===== src/rtl/lock_session_controller.sv =====
// rtl/lock_session_controller.sv - keypad lock session FSM: digit entry, code compare, lockout, auto-relock, reprogramming
// One shared timer serves the dwell (UNLOCKED/ALERT) and the entry-idle timeout (LOCKED/PROG).
module lock_session_controller #(
  parameter int                            DIGIT_W      = 4,
  parameter int                            CODE_LEN     = 4,
  parameter int                            MAX_TRIES    = 3,
  parameter logic [DIGIT_W*CODE_LEN-1:0]   DEFAULT_CODE = 16'hA5C3,
  parameter int                            UNLOCK_CYC   = 1000,
  parameter int                            ALERT_CYC    = 5000,
  parameter int                            ENTRY_TO_CYC = 500
) (
  input  logic               clk,
  input  logic               rst_btn,
  input  logic               key_valid,
  input  logic [DIGIT_W-1:0] key_digit,
  input  logic               key_clr,
  input  logic               prog_req,
  output logic [2:0]         state,
  output logic [1:0]         try_count,
  output logic               led_locked,
  output logic               led_unlocked,
  output logic               led_alert
);
  localparam int CW      = DIGIT_W * CODE_LEN;
  localparam int NW      = $clog2(CODE_LEN + 1);
  localparam int MAX_AB  = (UNLOCK_CYC > ALERT_CYC) ? UNLOCK_CYC : ALERT_CYC;
  localparam int MAX_CYC = (MAX_AB > ENTRY_TO_CYC) ? MAX_AB : ENTRY_TO_CYC;
  localparam int TW      = $clog2(MAX_CYC + 1);

  localparam logic [TW-1:0] UNL_LAST   = TW'(UNLOCK_CYC - 1);
  localparam logic [TW-1:0] ALT_LAST   = TW'(ALERT_CYC - 1);
  localparam logic [TW-1:0] TO_LAST    = TW'(ENTRY_TO_CYC - 1);
  localparam logic [TW-1:0] TMR_MAX    = '1;
  localparam logic [NW-1:0] LAST_DIGIT = NW'(CODE_LEN - 1);
  localparam logic [1:0]    TRY_MAX    = 2'(MAX_TRIES);

  typedef enum logic [2:0] {
    S_LOCKED   = 3'd0,
    S_CHECK    = 3'd1,
    S_UNLOCKED = 3'd2,
    S_PROG     = 3'd3,
    S_ALERT    = 3'd4
  } state_e;

  state_e        state_q, state_d;
  logic [CW-1:0] buf_q, buf_d;
  logic [CW-1:0] code_q, code_d;
  logic [NW-1:0] cnt_q, cnt_d;
  logic [1:0]    try_q, try_d;
  logic [TW-1:0] tmr_q, tmr_d;

  logic [CW-1:0] shifted;
  logic [TW-1:0] tmr_inc;
  logic          last_digit;

  // First digit lands in the most significant nibble once the entry is complete.
  assign shifted    = {buf_q[CW-DIGIT_W-1:0], key_digit};
  assign tmr_inc    = (tmr_q == TMR_MAX) ? tmr_q : tmr_q + TW'(1);
  assign last_digit = (cnt_q == LAST_DIGIT);

  always_comb begin
    state_d = state_q;
    buf_d   = buf_q;
    code_d  = code_q;
    cnt_d   = cnt_q;
    try_d   = try_q;
    tmr_d   = tmr_inc;
    case (state_q)
      S_LOCKED: begin
        if (key_clr) begin
          buf_d = '0;
          cnt_d = '0;
          tmr_d = '0;
        end else if (key_valid) begin
          buf_d = shifted;
          cnt_d = cnt_q + NW'(1);
          tmr_d = '0;
          if (last_digit) state_d = S_CHECK;
        end else if (cnt_q != '0) begin
          if (tmr_q == TO_LAST) begin
            buf_d = '0;
            cnt_d = '0;
            tmr_d = '0;
          end
        end else begin
          tmr_d = '0;
        end
      end
      S_CHECK: begin
        buf_d = '0;
        cnt_d = '0;
        tmr_d = '0;
        if (buf_q == code_q) begin
          state_d = S_UNLOCKED;
          try_d   = '0;
        end else if (int'(try_q) + 1 >= MAX_TRIES) begin
          state_d = S_ALERT;
          try_d   = TRY_MAX;
        end else begin
          state_d = S_LOCKED;
          try_d   = try_q + 2'd1;
        end
      end
      S_UNLOCKED: begin
        // Expiry outranks a simultaneous programming request.
        if (tmr_q == UNL_LAST) begin
          state_d = S_LOCKED;
          tmr_d   = '0;
        end else if (prog_req) begin
          state_d = S_PROG;
          tmr_d   = '0;
        end
      end
      S_PROG: begin
        if (key_clr) begin
          buf_d = '0;
          cnt_d = '0;
          tmr_d = '0;
        end else if (key_valid) begin
          tmr_d = '0;
          if (last_digit) begin
            code_d  = shifted;
            buf_d   = '0;
            cnt_d   = '0;
            state_d = S_LOCKED;
          end else begin
            buf_d = shifted;
            cnt_d = cnt_q + NW'(1);
          end
        end else if (tmr_q == TO_LAST) begin
          buf_d   = '0;
          cnt_d   = '0;
          tmr_d   = '0;
          state_d = S_LOCKED;
        end
      end
      S_ALERT: begin
        if (tmr_q == ALT_LAST) begin
          state_d = S_LOCKED;
          try_d   = '0;
          buf_d   = '0;
          cnt_d   = '0;
          tmr_d   = '0;
        end
      end
      default: begin
        state_d = S_LOCKED;
        buf_d   = '0;
        cnt_d   = '0;
        tmr_d   = '0;
      end
    endcase
  end

  always_ff @(posedge clk or posedge rst_btn) begin
    if (rst_btn) begin
      state_q <= S_LOCKED;
      buf_q   <= '0;
      code_q  <= DEFAULT_CODE;
      cnt_q   <= '0;
      try_q   <= '0;
      tmr_q   <= '0;
    end else begin
      state_q <= state_d;
      buf_q   <= buf_d;
      code_q  <= code_d;
      cnt_q   <= cnt_d;
      try_q   <= try_d;
      tmr_q   <= tmr_d;
    end
  end

  assign state        = state_q;
  assign try_count    = try_q;
  assign led_locked   = (state_q == S_LOCKED) || (state_q == S_CHECK);
  assign led_unlocked = (state_q == S_UNLOCKED) || (state_q == S_PROG);
  assign led_alert    = (state_q == S_ALERT);

endmodule


===== config.mk =====
export PLATFORM = sky130hd
export DESIGN_NAME = lock_session_controller
export DESIGN_NICKNAME = d
export VERILOG_FILES = /design/src/rtl/lock_session_controller.sv
export SDC_FILE = /design/constraint.sdc
export NUM_CORES = 1
export LEC_CHECK = 0
export CAP_MARGIN = 5
export CORE_MARGIN = 3
export CORE_UTILIZATION = 43
export CTS_BUF_LIST = sky130_fd_sc_hd__clkbuf_8
export DETAILED_ROUTE_END_ITERATION = 7
export PLACE_DENSITY = 0.74
export SLEW_MARGIN = 20
export SYNTH_ARGS = -nofsm -noshare
export SYNTH_HDL_FRONTEND = slang
export SYNTH_SLANG_ARGS = --single-unit

===== constraint.sdc =====
create_clock -name clk -period 1.85 [get_ports clk]
set_input_delay 0.2775 -clock clk [delete_from_list [all_inputs] [get_ports clk]]
set_output_delay 0.2775 -clock clk [all_outputs]
set_load 0.005 [all_outputs]

==> results of run 1 <==
## kinds of logic after synthesis
logic type	Yosys count
AO/OA/AOI/OAI	40
XOR/XNOR	25
adder cells (fa/ha/maj)	5
buffers and inverters	19
flip-flops	53
multiplexers	19
AND/OR/NAND/NOR	79
## synth_stat cells, types with 6 or more instances
library cell | number | area, um^2
dfstp_2 | 8 | 210
nor2_2 | 10 | 62.6
nand2_1 | 12 | 45.0
nor4_1 | 6 | 37.5
mux2_2 | 17 | 191
xor2_1 | 20 | 175
dfrtp_1 | 45 | 1130
a22o_1 | 17 | 149
nor2_1 | 10 | 37.5
inv_1 | 8 | 30.0
## critical path, cell delays in order (launching register included)
cell and delay, ns:
dfrtp_1 0.41, ha_4 0.16, nor4b_4 0.18, nand4_1 0.27
nor2b_4 0.22, a21o_4 0.26, clkbuf_16 0.17, a22o_1 0.17
## what timing repair did
| action | in CTS | in global routing |
|---|---|---|
| setup buffers | 2 | 5 |
| resized for setup | 7 | 36 |
| setup endpoints to repair | 31 | 46 |
| pin swaps | 1 | 6 |
| cloned | 0 | 2 |
## power by group
part,internal (uW),switching (uW)
Clock,274,402
Sequential,1280,136
Combinational,915,766
## registers in the layout, summed over array words and instances, names as in the netlist
signal and count:
code_q 16, try_count 2, tmr_q 13, buf_q 16, state 3, cnt_q 3
## how the worst min path moves through the flow
stage,endpoint,start,cells after the start
6_report,tmr_q[0],rst_btn,3
5_1_grt,tmr_q[12],rst_btn,3
4_1_cts,buf_q[12],rst_btn,3
3_5_place_dp,buf_q[15],buf_q[15],1
3_3_place_gp,buf_q[14],buf_q[14],1
2_1_floorplan,cnt_q[2],key_clr,1
## metal layers
metal	vias to the layer above	GRT usage	wire, um
li1	973	-	-
met1	1043	0.220	2840
met2	35	0.249	2860
met3	11	0.0304	184
met4	0	0.0496	108
met5	-	0	0
## placed cells by master (no fill, tap or decap), types with 4 or more instances in the layout
cell	synthesis	final
nand3_1	4	4
buf_4	2	32
nor2_1	10	9
dfrtp_1	45	41
dfrtp_2	0	4
inv_1	8	7
nor2_2	10	11
clkbuf_8	0	5
nand2_1	12	11
buf_12	0	4
clkdlybuf4s50_1	0	16
xnor2_1	5	5
mux2_4	1	17
dfstp_2	8	8
nor4_1	6	4
o21ai_0	4	4
a22o_1	17	17
xor2_1	20	20
## stage by stage
stage	power (uW)	setup WS [ns]	instances	cell area (um^2)
2_1_floorplan	2330	0.00380	240	2790
6_report	3780	-0.0893	368	3620
4_1_cts	3560	-0.0279	361	3380
3_3_place_gp	2810	-0.0484	351	3240
5_1_grt	3980	-0.175	368	3620
3_5_place_dp	2830	-0.0687	351	3240
## final cells by class
class	instances	area (um^2)	area share
Sequential cell	53	1340	0.370
Timing Repair Buffer	56	553	0.153
Multi-Input combinational cell	168	1510	0.417
Tap cell	75	93.8	0.0259
Clock inverter	3	25.0	0.00691
Inverter	8	30.0	0.00829
Clock buffer	5	68.8	0.0190
==> metrics.txt, run 1 <==
CTS Buf Count 5; Critical Path AT 2.14 ns; Post-Synthesis Cells between 200 and 250; Compound-Gate Fraction of Synth Area 0.114; post-detail-place hpwl 3720 um; largest net degree at the start of global routing 54; core area 6060 um^2; post-synthesis adder-cell area fraction 0.0226; Least-Margin Pin Slew between 0.4 and 0.5 ns; Reg2Reg Depth 7; Clock Latency Late Sink approximately 0.31 ns; Worst R2R Start tmr_q[1]; CTS max path bufs 2; clock sink total 53; worst setup path start tmr_q[1]; Final Hold Viols 0; Avg Inst Size Synth between 10 and 15 um^2; crit path max fanout 8; CP Launch Type register; Iteration-0 DRC Markers 65; CTS tree yes; drt total wl 6000 um; Post-synth EDFFs 0; number of global-route vias before repair 1,969; initial antenna violation count 0; Synth Flop Type dfrtp_1; Final period util 1.05; Final WS setup -0.0893 ns; die area 7430 um^2; Final Max Tran Viols 0; ys async rst share 1.00; DR DRC count 0; skew final 0.0107 ns; 1st-pass router iterations 4; Max-slew headroom 0.691; Synth Area in XOR/XNOR 0.0791; Final Core Density 0.597; Synth Warn # 0; Critical R2R Capture buf_q[3]; GRT Total Usage 0.158; WL per Instance 16.3 um; Die Y 86.2 um; critical path class reg2reg; main combinational cell family by area after synthesis simple AND/OR/NAND/NOR gates; violated checks setup timing; Power Density 1040 nW/um^2; Post-Synth Simple-Gate Area 0.182; grt total ovfl 0; clk slew on worst S/H paths 0.10 ns; Final nets between 300 and 400; final setup fails 31; setup_tns -1.74 ns; Min Clock Period, post-route approximately 1.9 ns; sequential share of the synthesized area 0.483; Root Driver clkbuf_8; Peak VDD IR 0.000598 V; Yosys reg bits 53; max frequency between 500 and 600 MHz; final hold slack 0.319 ns; fraction of layout cells with a size suffix above 1 0.396; Fillers roughly 500; Max Cap Violations 0; worst path required time a little over 2 ns; syn nets 254; Mapped Area roughly 2800 um^2; Buffers on Ports 16; Die X 86.2 um; Hold Buf Count CTS 0; endpoint class of the critical path register; Initial Util 0.456; Antenna Violating Nets Remaining 0; Yosys cell types 57; ant diodes 0; multiplexer share of the synthesized area 0.0782; Min-Delay Path Class in2async; Via Count approximately 2,100; GP Congestion 0.858; number of top-level pins 17; CP Capture Point buf_q[3]; reg-to-reg slack, setup -0.09 ns; P_leak 0.00163 uW; Layout area overhead 30.9%; Max H-tree Level 2; unrepaired setup endpoints after global routing yes; first-pass GRT wire length around 9400 um; status finished, violations left; routed vias/inst roughly 5.6; row count 28
Note: power is estimated with default switching activity, not from simulation.
==> run 2, diff against run 1 <==
Settings changed: CORE_MARGIN 3 to not set, MAX_ROUTING_LAYER set to met4, SKIP_CTS_REPAIR_TIMING set to 1.
==> metrics.txt, run 2 (same netlist as run 1, synthesis figures left out) <==
Via Count 2,086 (+1.2%); routed vias/inst 5.58 (-0.46%); part of the power in registers 0.360 (-0.016); final instance area 3720 um^2 (+2.7%); DR DRC count 0 (unchanged); clock sink total 53 (unchanged); 1st-pass router iterations 5 (+1); Root Driver clkbuf_8; grt met2 use 0.287 (+0.0373); P_leak 0.00170 uW (+4.3%); Final WS setup -0.0731 ns (+0.0163 ns); max incr delay on CP 0.39 ns (-0.02 ns); post-detail-place hpwl 3810 um (+2.4%); Layout area overhead 34.4%; core area 6060 um^2 (unchanged); GRT Total Usage 0.182 (+0.0243); clk slew on worst S/H paths 0.11 ns (about the same); Initial Util 0.456 (unchanged); CTS tree yes; violated checks setup timing; CTS max path bufs 2 (unchanged); Clock Latency Late Sink 0.32 ns (about the same); leading cell type in the layout, fill and taps excluded dfrtp_1; Min Clock Period, post-route 1.92 ns (-0.0163 ns); status finished, violations left; Fillers 470 (-3.5%); fraction of layout cells with a size suffix above 1 0.425 (+0.0288); grt total ovfl 0 (unchanged); NetSw 1350 uW (+3.7%); most frequent cells in the layout dfrtp_1 (42), buf_4 (37), xor2_1 (20); Final nets 312 (+2.0%); Reg2Reg Depth 7 (unchanged); Logic pwr share 0.466 (+0.021); Cell Area, Placed 3250 um^2 (+0.23%); row count 28 (unchanged); clock network fraction of design power 0.175 (-0.004); routing usage on met1 0.231 (+0.0114); Least-Margin Pin Slew 0.415 ns (-0.0459 ns); worst path required time 2.06 ns (about the same); met3 global-route usage 0.0429 (+0.0124); Die Y 82.2 um (-4.6%); unrepaired setup endpoints after global routing yes; Power Density 1060 nW/um^2 (+1.5%); critical path class reg2reg; endpoint class of the critical path register; number of top-level pins 17 (unchanged); WL per Instance 16.7 um (+2.6%); crit path max fanout 8 (unchanged); skew final 0.0108 ns (+0.0000661 ns); Critical Path AT 2.14 ns (about the same); crit path cell chain buf_4, nor3_1, nand4_1, nor2b_4, a21o_4, clkbuf_16, a22o_1; CP Launch Type register; Max H-tree Level 2 (unchanged); Crit-path slowest cell dfrtp_1; Top Registers buf_q x16, code_q x16, tmr_q x13; layer with the highest usage met2; sw frac 0.343 (-0.00186); Antenna Violating Nets Remaining 0 (unchanged); Iteration-0 DRC Markers 133 (+100%); GP Congestion 0.852 (-0.70%); ant diodes 0 (unchanged); Buffers on Ports 16 (unchanged); Final Hold Viols 0 (unchanged); Max-slew headroom 0.722 (+0.0309); final setup fails 42 (+35%); Internal 2580 uW (+4.5%); Die X 82.2 um (-4.6%); Final period util 1.04 (-0.00879); initial antenna violation count 0 (unchanged); final hold slack 0.315 ns (-0.00447 ns); first-pass GRT wire length 8910 um (-5.1%); Peak VDD IR 0.000571 V (-4.5%); drt total wl 6260 um (+4.3%); number of global-route vias before repair 1,903 (-3.4%); die area 6760 um^2 (-9.1%); largest net degree at the start of global routing 54 (unchanged); Final Max Tran Viols 0 (unchanged); CTS Buf Count 5 (unchanged); Max Cap Violations 0 (unchanged); max frequency 520 MHz (+0.85%); Min-Delay Path Class in2async
## run 2: cell count changes in the layout (fill, tap and decap cells not counted), sizes merged
| cell | previous run | this run |
|---|---|---|
| clkbuf | 7 | 8 |
| buf | 38 | 43 |
## run 2: per-layer routing
metal,vias up,part of all wire
li1,987,-
met1,1047,0.45
met2,44,0.50
met3,8,0.037
met4,0,0.013
met5,-,0
## run 2: cell type report
cell class                      count  area, um^2  share of cell area
Timing Repair Buffer               62         616               0.166
Tap cell                           75        93.8              0.0252
Sequential cell                    53        1340               0.360
Clock inverter                      3        25.0             0.00673
Multi-Input combinational cell    168        1550               0.416
Clock buffer                        5        68.8              0.0185
Inverter                            8        30.0             0.00808
## run 2: final timing paths
path	from	end	slack, ns
worst max-delay path	tmr_q[3]	buf_q[11]	-0.07
worst min-delay path	rst_btn	tmr_q[0]	0.31
worst max register to register	tmr_q[3]	buf_q[11]	-0.07
worst min register to register	buf_q[14]	buf_q[14]	0.53
max in group asynchronous	rst_btn	code_q[15]	1.25
min in group clk	buf_q[14]	buf_q[14]	0.53
## run 2: metrics by stage
step                      setup WS [ns]  instances  power (uW)  TNS (ns)  utilization
after global routing             -0.186        374        4160     -5.38        0.614
after detailed placement        -0.0891        352        2860     -2.76        0.536
final                           -0.0731        374        3930     -1.23        0.614
after floorplan                 0.00380        240        2330         0            -
after CTS                        -0.109        360        3550     -1.88        0.552
after global placement          -0.0650        352        2820     -1.56        0.536
## run 2: power by group through the flow
stage / Sequential (uW) / Clock (uW) / Combinational, uW
final: 1420 / 687 / 1830
after global routing: 1430 / 752 / 1970
after CTS: 1410 / 707 / 1430
after detailed placement: 1430 / 0 / 1430
after global placement: 1420 / 0 / 1390
after floorplan: 1400 / 0 / 925
## run 2: critical path, delay by kind of cell (launching register included)
family	cells	cell delay, ns
DFF	1	0.39
AOI/OAI and AO/OA	2	0.42
and+or+nand+nor	3	0.70
buffers and inverters	2	0.32
==> run 3, diff against run 2 <==
Settings changed: CORE_MARGIN set to 1.5.
==> metrics.txt, run 3 (same netlist as run 1, synthesis figures left out) <==
status finished, violations left; violated checks setup timing; Layout area overhead 30.4%; ant diodes 0 (unchanged); Cell Area, Placed 3240 um^2 (-0.38%); largest net degree at the start of global routing 54 (unchanged); leading cell type in the layout, fill and taps excluded dfrtp_1; Critical Path AT 2.14 ns (about the same); Iteration-0 DRC Markers 120 (-9.8%); drt total wl 5900 um (-5.7%); Worst R2R Start tmr_q[3]; final setup fails 21 (-50%); Final Max Tran Viols 0 (unchanged); Die X 83.2 um (+1.2%); unrepaired setup endpoints after global routing yes; Via Count 2,017 (-3.3%); core area 6280 um^2 (+3.6%); Top Registers buf_q x16, code_q x16, tmr_q x13; Max-slew headroom 0.720 (-0.00138); initial antenna violation count 0 (unchanged); routed vias/inst 5.51 (-1.2%); Least-Margin Pin Slew 0.417 ns (+0.00205 ns); Antenna Violating Nets Remaining 0 (unchanged); skew final 0.0121 ns (+0.00130 ns); Initial Util 0.441 (-0.0157); total power draw 3800 uW (-3.5%); number of top-level pins 17 (unchanged); clock sink total 53 (unchanged); max incr delay on CP 0.42 ns (+0.03 ns); CP Launch Type register; Final WS setup -0.0762 ns (-0.00312 ns); Max H-tree Level 2 (unchanged); reg-to-reg slack, setup -0.08 ns (about the same); number of global-route vias before repair 1,960 (+3.0%); setup_tns -1.02 ns (+0.211 ns); Final Hold Viols 0 (unchanged); first-pass GRT wire length 9330 um (+4.7%); P_leak 0.00163 uW (-4.0%); Crit-path slowest cell or3_4; WL per Instance 16.1 um (-3.6%); critical path class reg2reg; Peak VDD IR 0.000609 V (+6.6%); most frequent cells in the layout dfrtp_1 (41), buf_4 (27), xor2_1 (20); clk slew on worst S/H paths 0.10 ns (about the same); Clock Latency Late Sink 0.32 ns (about the same); Final period util 1.04 (+0.00168); Min-Delay Path Class in2async; Reg2Reg Depth 6 (-1); max frequency 519 MHz (-0.16%); Buffers on Ports 16 (unchanged); GP Congestion 0.824 (-3.3%); CTS tree yes; grt total ovfl 0 (unchanged); row count 29 (+3.6%); endpoint class of the critical path register; DR DRC count 0 (unchanged); crit path cell chain or3_4, nor4_4, o21ai_2, a21o_4, clkbuf_16, a22o_1; CTS Buf Count 5 (unchanged); Place WS -0.0622 ns (+0.0269 ns); Min Clock Period, post-route 1.93 ns (+0.00312 ns); Critical R2R Capture buf_q[0]; post-detail-place hpwl 3750 um (-1.4%); Root Driver clkbuf_8; die area 6920 um^2 (+2.4%); Final nets 302 (-3.2%); Power Density 1050 nW/um^2 (-0.50%); final instance area 3610 um^2 (-3.0%); 1st-pass router iterations 4 (-1); worst path required time 2.06 ns (about the same); CTS max path bufs 2 (unchanged); Die Y 83.2 um (+1.2%); Max Cap Violations 0 (unchanged); fraction of layout cells with a size suffix above 1 0.391 (-0.0337); crit path max fanout 8 (unchanged); GRT Total Usage 0.171 (-0.0110); final hold slack 0.314 ns (-0.000826 ns)
==> run 3: cell count changes in the layout (fill, tap and decap cells not counted), moves of 2 or more <==
cell             delta
buf_4              -10
o21ai_0             +3
clkdlybuf4s50_1     -2
dlymetal6s2s_1      +2
o21ai_1             -2
==> run 3: routing by layer <==
metal / wire length [um] / GRT usage / part of all wire
met5: 0 / - / 0
met4: 65 / 0.0576 / 0.011
met3: 185 / 0.0358 / 0.031
met2: 2760 / 0.256 / 0.47
met1: 2890 / 0.232 / 0.49
==> run 3: power breakdown <==
group / leakage [uW] / switching [uW] / total [uW] / internal, uW
sequential: 0.000696 / 147 / 1430 / 1290
clock: 0.0000447 / 423 / 698 / 274
combinational: 0.000893 / 760 / 1670 / 908
total: 0.00163 / 1330 / 3800 / 2470
==> run 3: final cells by class <==
class	count	area, um^2
Clock inverter	3	25.0
Clock buffer	5	68.8
Multi-Input combinational cell	168	1520
Sequential cell	53	1340
Fill cell	497	2670
Timing Repair Buffer	52	528
Inverter	8	30.0
Tap cell	77	96.3
==> run 3: worst max-delay path by stage <==
stage	from	to	cells past startpoint	slack (ns)
after floorplan	tmr_q[3]	buf_q[0]	7	0.004
after global placement	key_clr	code_q[12]	5	-0.05
after detailed placement	tmr_q[0]	buf_q[11]	7	-0.06
after CTS	state[1]	led_alert	4	-0.1
after global routing	tmr_q[3]	buf_q[0]	6	-0.13
final	tmr_q[3]	buf_q[0]	6	-0.08
==> run 3: critical path: cells and delay by family (launching register included) <==
kind,cells,cell delay (ns)
AO/OA/AOI/OAI,3,0.52
buffers and inverters,1,0.17
flip-flops,1,0.39
AND/OR/NAND/NOR,2,0.75
==> run 3: metrics by stage <==
step                utilization  cells
detailed placement        0.516    352
global route              0.575    366
floorplan                     -    240
global placement          0.516    352
finish                    0.575    366
CTS                       0.531    360
